<file path="src/rtl/adc_scheduler.sv">
// Channel sequencer for the shared SPI ADC capture block.
// Round-robin over ch_mask with one-shot priority requests and a watchdog.
module adc_scheduler #(
  parameter int NUM_CH      = 8,
  parameter int DATA_W      = 12,
  parameter int SETTLE_CYC  = 4,
  parameter int TIMEOUT_CYC = 100000
) (
  input  logic                      clk,
  input  logic                      rst,
  input  logic                      enable,
  input  logic [NUM_CH-1:0]         ch_mask,
  input  logic [NUM_CH-1:0]         req,
  input  logic                      cap_ready,
  input  logic [DATA_W-1:0]         cap_data,
  output logic                      cap_en,
  output logic [$clog2(NUM_CH)-1:0] cap_address,
  output logic                      cap_ack,
  output logic                      sample_valid,
  output logic [$clog2(NUM_CH)-1:0] sample_ch,
  output logic [DATA_W-1:0]         sample_data,
  output logic                      busy,
  output logic                      timeout_err,
  input  logic                      err_clear
);

  localparam int AW = $clog2(NUM_CH);
  localparam int TW = (TIMEOUT_CYC > 2) ? $clog2(TIMEOUT_CYC) : 1;
  localparam int SW = (SETTLE_CYC > 1) ? $clog2(SETTLE_CYC) : 1;

  typedef enum logic [2:0] {
    S_IDLE,
    S_SELECT,
    S_SETTLE,
    S_WAIT,
    S_ACK,
    S_DRAIN,
    S_ABORT
  } state_t;

  state_t            state;
  state_t            state_n;
  logic [AW-1:0]     ptr;
  logic [NUM_CH-1:0] pend;
  logic [NUM_CH-1:0] pend_clr;
  logic [SW-1:0]     settle_cnt;
  logic [TW-1:0]     tmo_cnt;

  logic              hit_pend;
  logic              hit_mask;
  logic [AW-1:0]     win_pend;
  logic [AW-1:0]     win_mask;
  logic [AW-1:0]     idx;
  logic              sel_hit;
  logic [AW-1:0]     sel_ch;
  logic              settle_done;
  logic              tmo_last;
  logic              done;

  // Walk from ptr+NUM_CH down to ptr+1 so the nearest hit is written last.
  always_comb begin
    hit_pend = 1'b0;
    hit_mask = 1'b0;
    win_pend = '0;
    win_mask = '0;
    idx      = '0;
    for (int i = NUM_CH; i >= 1; i--) begin
      idx = ptr + AW'(i);
      if (pend[idx]) begin
        hit_pend = 1'b1;
        win_pend = idx;
      end
      if (ch_mask[idx]) begin
        hit_mask = 1'b1;
        win_mask = idx;
      end
    end
  end

  assign sel_hit     = hit_pend | hit_mask;
  assign sel_ch      = hit_pend ? win_pend : win_mask;
  assign settle_done = (settle_cnt == '0);
  assign tmo_last    = (tmo_cnt == TW'(TIMEOUT_CYC - 1));
  assign done        = (state == S_ACK) || (state == S_ABORT);
  assign pend_clr    = done ? (NUM_CH'(1) << cap_address) : '0;

  always_comb begin
    state_n = state;
    unique case (state)
      S_IDLE: begin
        if (enable && ((pend | req | ch_mask) != '0))
          state_n = S_SELECT;
      end
      S_SELECT: begin
        if (!enable || !sel_hit) state_n = S_IDLE;
        else                     state_n = S_SETTLE;
      end
      S_SETTLE: begin
        if (!enable)          state_n = S_IDLE;
        else if (settle_done) state_n = S_WAIT;
      end
      S_WAIT: begin
        if (!enable)        state_n = S_IDLE;
        else if (cap_ready) state_n = S_ACK;
        else if (tmo_last)  state_n = S_ABORT;
      end
      S_ACK:   state_n = S_DRAIN;
      S_DRAIN: begin
        if (!cap_ready)
          state_n = enable ? S_SELECT : S_IDLE;
      end
      S_ABORT: state_n = S_DRAIN;
      default: state_n = S_IDLE;
    endcase
  end

  assign cap_en       = (state == S_WAIT) || (state == S_ACK);
  assign cap_ack      = (state == S_ACK);
  assign sample_valid = (state == S_ACK);
  assign busy         = (state != S_IDLE);

  always_ff @(posedge clk or negedge rst) begin
    if (!rst) begin
      state       <= S_IDLE;
      ptr         <= AW'(NUM_CH - 1);
      pend        <= '0;
      cap_address <= '0;
      settle_cnt  <= '0;
      tmo_cnt     <= '0;
      sample_ch   <= '0;
      sample_data <= '0;
      timeout_err <= 1'b0;
    end else begin
      state <= state_n;
      // A request landing on the clearing cycle must survive.
      pend  <= (pend & ~pend_clr) | req;
      if (state == S_SELECT && enable && sel_hit) begin
        cap_address <= sel_ch;
        ptr         <= sel_ch;
        settle_cnt  <= SW'(SETTLE_CYC - 1);
      end else if (state == S_SETTLE && !settle_done) begin
        settle_cnt <= settle_cnt - 1'b1;
      end
      if (state != S_WAIT)
        tmo_cnt <= '0;
      else if (tmo_cnt != '1)
        tmo_cnt <= tmo_cnt + 1'b1;
      if (state == S_WAIT && enable && cap_ready) begin
        sample_data <= cap_data;
        sample_ch   <= cap_address;
      end
      if (state == S_ABORT)
        timeout_err <= 1'b1;
      else if (err_clear)
        timeout_err <= 1'b0;
    end
  end

endmodule

</file>
<file path="config.mk">
export PLATFORM = sky130hd
export DESIGN_NAME = adc_scheduler
export DESIGN_NICKNAME = d
export VERILOG_FILES = /design/src/rtl/adc_scheduler.sv
export SDC_FILE = /design/constraint.sdc
export NUM_CORES = 1
export LEC_CHECK = 0
export CAP_MARGIN = 20
export CELL_PAD_IN_SITES_DETAIL_PLACEMENT = 1
export CELL_PAD_IN_SITES_GLOBAL_PLACEMENT = 2
export CORE_UTILIZATION = 34
export CTS_BUF_LIST = sky130_fd_sc_hd__clkbuf_16
export DETAILED_ROUTE_END_ITERATION = 16
export PLACE_DENSITY = 0.84
export SETUP_SLACK_MARGIN = 0.5
export SYNTH_ARGS = -nofsm -noshare
export SYNTH_HDL_FRONTEND = slang
export SYNTH_SLANG_ARGS = --single-unit
export TNS_END_PERCENT = 100
</file>
<file path="constraint.sdc">
create_clock -name clk -period 4.7 [get_ports clk]
set_input_delay 0.705 -clock clk [delete_from_list [all_inputs] [get_ports clk]]
set_output_delay 0.705 -clock clk [all_outputs]
set_load 0.03 [all_outputs]
</file>
==> reports/results.md <==
| Step | Result | Reported |
|:---|:---|:---|
| place | Number of cells after detailed placement | 547 |
| yosys | Number of enable flip-flop cells after synthesis | 0 |
| yosys | Share of flip-flops with an asynchronous set or reset | 1.00 |
| worst hold path | Worst min-delay path category | reg -> reg |
| worst setup path | Kind of critical path | reg -> reg |
| yosys | Netlist area before placement | 0.00364 mm^2 |
| yosys | Multiplexer share of the synthesized area | 0.217 |
| worst setup path | Largest stage delay on the critical path | 0.91 ns |
| worst setup path | CP Capture Type | flip-flop |
| cts | Clock root buffer | sky130_fd_sc_hd__clkbuf_16 |
| yosys | Dominant combinational cell family by area after synthesis | multiplexers |
| die | Initial cell density of the core | 0.352 |
| power and ir drop | Cell leakage power | 0.00171 uW |
| yosys | Dominant cell type by area after synthesis | sky130_fd_sc_hd__dfrtp_1 |
| yosys | Post-Synth XOR/XNOR Area | 0.0530 |
| place | Pre-CTS setup slack | 0.905 ns |
| yosys | Area share of the largest cell type after synthesis | 0.337 |
| yosys | Mapped Nets | 410 |
| sta | Clock Skew | 0.00937 ns |
| yosys | Gate count after technology mapping | 372 |
| cts | CTS hold repair buffers | 0 |
| die | Number of core rows | 37 |
| yosys | Simple-Gate Fraction of Synth Area | 0.191 |
| cts | Max H-tree Level | 2 |
| sta | Final hold violation count | 0 |
| yosys | Share of the synthesized area in compound gates (AO/OA/AOI/OAI) | 0.118 |
| yosys | Synth cell count leaders | 49 x sky130_fd_sc_hd__dfrtp_1, 44 x sky130_fd_sc_hd__nand2_1, 36 x sky130_fd_sc_hd__nor2_1 |
| power and ir drop | Power density relative to cell area | 640 mW/mm^2 |
| layout | # fillers | 1167 |
| die | Placeable core area | 0.0103 mm^2 |
| grt | Largest net degree at the start of global routing | 53 |
| place | Global placer's final weighted congestion | 0.848 |
| sta | Worst Max-Slew Pin Slew | 0.757 ns |
| layout | Total Nets Final | 456 |
| drt | First drt pass iteration count | 4 |
| power and ir drop | P_sw | 1330 uW |
| yosys | Syn. warnings | 0 |
| power and ir drop | Sequential Power Share | 0.281 |
| worst setup path | Buffering stage count on the worst path with inverters included | 1 |
| worst setup path | Crit Path Max Fanout | 22 |
| grt | Aggregate global-route resource usage | 0.185 |
| outcome | Status | finished, final reports clean |
| drt | Final routed DRC violation total | 0 |
| die | Die footprint | 0.0111 mm^2 |
| grt | Vias in the first global route | 3202 |
| yosys | Primary flip-flop cell chosen by synthesis mapping | sky130_fd_sc_hd__dfrtp_1 |
| cts | Post-CTS Repair Setup Buffers | 0 |
| sta | Worst rel slew slack | 0.489 |
| sta | Unrepaired setup endpoints after global routing | no |
| yosys | Synth Area per Inst | 9.77 um^2 |
| sta | Final Critical Period | 3.80 ns |
| yosys | Synth area leaders | sky130_fd_sc_hd__dfrtp_1 34%, sky130_fd_sc_hd__mux4_2 9.3%, sky130_fd_sc_hd__mux2_2 6.8%, sky130_fd_sc_hd__nand2_1 4.5%, sky130_fd_sc_hd__mux2i_1 3.9% |
| power and ir drop | Maximum vdd drop | 0.281 mV |
| sta | Achievable Freq | 263 MHz |
| sta | Final setup fails | 0 |
| place | Detailed Place HPWL | 7360 um |
| grt | Residual overflow from global routing | 0 |
| sta | Post-route worst setup slack | 0.899 ns |
| cts | Clock tree from TritonCTS | built |
| flow run | Max-cap viol count | 0 |
| worst setup path | Critical-path cell with the highest stage delay | sky130_fd_sc_hd__dfstp_2 |
| die | I/O pin count | 56 |
| cts | CTS Sinks | 52 |
| cts | Deepest clock path buffer count | 2 |
| yosys | Portion of the post-synthesis area used by sequential elements | 0.359 |
| grt | Initial antenna violation count | 0 |
| power and ir drop | Part of the total power dissipated in combinational logic | 0.583 |
| worst setup path | Critical path startpoint category | flip-flop |
| sta | Aggregate negative setup slack | 0 ns |
| drt | Detail Route Antenna Nets | 0 |
| layout | Share of layout cells above drive strength 1 | 0.138 |
| yosys | Post-synth cell types | 62 |
| worst setup path | CP top delay family | multiplexers |
| drt | Drt total wl | 9820 um |
| power and ir drop | Total internal power | 1500 uW |
| die | Die width | 105 um |
| yosys | Post-synthesis sequential element count | 52 |
| cts | Clock slew at the register clock pins of the worst setup and hold paths | 0.08 ns |
| die | Vertical extent of the die | 105 um |
| drt | Starting DRT DRC Count | 184 |
| worst setup path | Data arrival time at the worst-slack endpoint | 3.99 ns |
| worst setup path | Worst-path cell chain | inv_2, ha_1, mux4_2, mux2i_2, o211ai_1, a311oi_1, a211o_1, o21ai_1, mux2_2 |
| power and ir drop | Share of total power in the clock network | 0.136 |
| cts | Inserted Clock Buffers | 5 |
| place | Total of buffers placed on input and output ports | 55 |
| sta | Number of pins with negative max-slew slack in the final report | 0 |
| cts | Later-pin clock latency in the skew report | 0.30 ns |
| drt | Total number of vias | 3082 |
| layout | Number of antenna repair diodes | 0 |
| drt | Post-DR wirelength/cell | 17.7 um |
| layout | Area growth syn-to-layout | 21.7% |
| grt | Global-route wire length before repair | 16600 um |
| cts | Number of gates resized after CTS | 0 |
| sta | Final period utilization | 0.809 |
| power and ir drop | Switching Share | 0.470 |
| yosys | Synthesized-area fraction occupied by adder cells | 0.0172 |
| yosys | Cell with the most instances after synthesis | sky130_fd_sc_hd__dfrtp_1 |
| drt | Via count normalized by instance count | 5.55 |
| worst setup path | CP required | 4.89 ns |
| layout | Final Non-Filler Cells | 555 |
## cell families (layout without fill, tap and decap cells)
group / after synthesis / after routing
AO/OA/AOI/OAI: 60 / 60
XOR/XNOR: 22 / 22
adder cells (fa/ha/maj): 5 / 5
buffers and inverters: 36 / 83
flip-flops: 52 / 52
multiplexers: 54 / 54
AND/OR/NAND/NOR: 143 / 143
## final timing paths
| kind | start | to | slack, ns | depth (start not counted) |
|---|---|---|---|---|
| max | ptr[0] | cap_address[0] | 0.90 | 9 |
| max in group asynchronous | rst | pend[7] | 3.72 | 2 |
| min reg2reg | sample_ch[0] | sample_ch[0] | 0.51 | 1 |
| max reg2reg | ptr[0] | cap_address[0] | 0.90 | 9 |
| min in group asynchronous | rst | state[0] | 0.52 | 2 |
| min | sample_ch[0] | sample_ch[0] | 0.51 | 1 |
## per-layer routing
metal | global-route usage | vias up | part of all wire
li1 | - | 1451 | -
met1 | 0.251 | 1551 | 0.45
met2 | 0.305 | 72 | 0.49
met3 | 0.0377 | 8 | 0.050
met4 | 0.0402 | 0 | 0.0079
met5 | 0 | - | 0
## cells in the final DEF, fill, tap and decap left out, types with 3 or more instances in the layout
cell | synthesis | final
sky130_fd_sc_hd__nand4_1 | 6 | 6
sky130_fd_sc_hd__mux2i_1 | 14 | 14
sky130_fd_sc_hd__xor2_1 | 10 | 10
sky130_fd_sc_hd__nand3b_1 | 3 | 3
sky130_fd_sc_hd__clkbuf_16 | 0 | 5
sky130_fd_sc_hd__and4_1 | 3 | 3
sky130_fd_sc_hd__mux4_2 | 15 | 15
sky130_fd_sc_hd__a21oi_1 | 12 | 12
sky130_fd_sc_hd__and3_1 | 6 | 6
sky130_fd_sc_hd__dfrtp_1 | 49 | 49
sky130_fd_sc_hd__o21ai_0 | 9 | 9
sky130_fd_sc_hd__a211oi_1 | 3 | 3
sky130_fd_sc_hd__nand2_1 | 44 | 44
sky130_fd_sc_hd__dfstp_2 | 3 | 3
sky130_fd_sc_hd__ha_1 | 5 | 5
sky130_fd_sc_hd__a21o_1 | 9 | 9
sky130_fd_sc_hd__nor2b_1 | 5 | 5
sky130_fd_sc_hd__nor4_1 | 9 | 9
sky130_fd_sc_hd__nor3_1 | 6 | 6
sky130_fd_sc_hd__xnor2_1 | 12 | 12
sky130_fd_sc_hd__nand2b_1 | 3 | 3
sky130_fd_sc_hd__o211ai_1 | 3 | 3
sky130_fd_sc_hd__inv_1 | 17 | 17
sky130_fd_sc_hd__nor2_1 | 36 | 36
sky130_fd_sc_hd__clkdlybuf4s50_1 | 0 | 54
sky130_fd_sc_hd__mux2_2 | 22 | 22
sky130_fd_sc_hd__nand3_1 | 12 | 12
## stage by stage
stage / instance area [um^2] / util / hold slack (ns) / total power (uW)
CTS: 4420 / 0.429 / 0.515 / 2850
global route: 4420 / 0.429 / 0.531 / 3030
floorplan: 3640 / - / 0.409 / 1950
detailed placement: 4270 / 0.414 / 0.496 / 2450
global placement: 4270 / 0.414 / 0.489 / 2410
finish: 4420 / 0.429 / 0.508 / 2830
## final cells by class
class / instances / area, um^2 / area share
Clock buffer: 5 / 125 / 0.0283
Clock inverter: 3 / 27.5 / 0.00622
Inverter: 18 / 67.6 / 0.0153
Multi-Input combinational cell: 284 / 2170 / 0.490
Sequential cell: 52 / 1310 / 0.295
Tap cell: 136 / 170 / 0.0385
Timing Repair Buffer: 57 / 561 / 0.127
## power groups by stage
stage	registers (uW)	clock network (uW)	logic, uW
after floorplan	800	0	1150
after global placement	793	0	1620
after detailed placement	806	0	1640
after CTS	797	398	1660
after global routing	824	414	1790
final	794	385	1650
## flip-flops by register name, summed over array words and instances, names as in the netlist
signal,flops
tmo_cnt,17
sample_data,12
pend,8
cap_address,3
ptr,3
sample_ch,3
state,3
settle_cnt,2
timeout_err,1
Note: power is estimated with default switching activity, not from simulation.
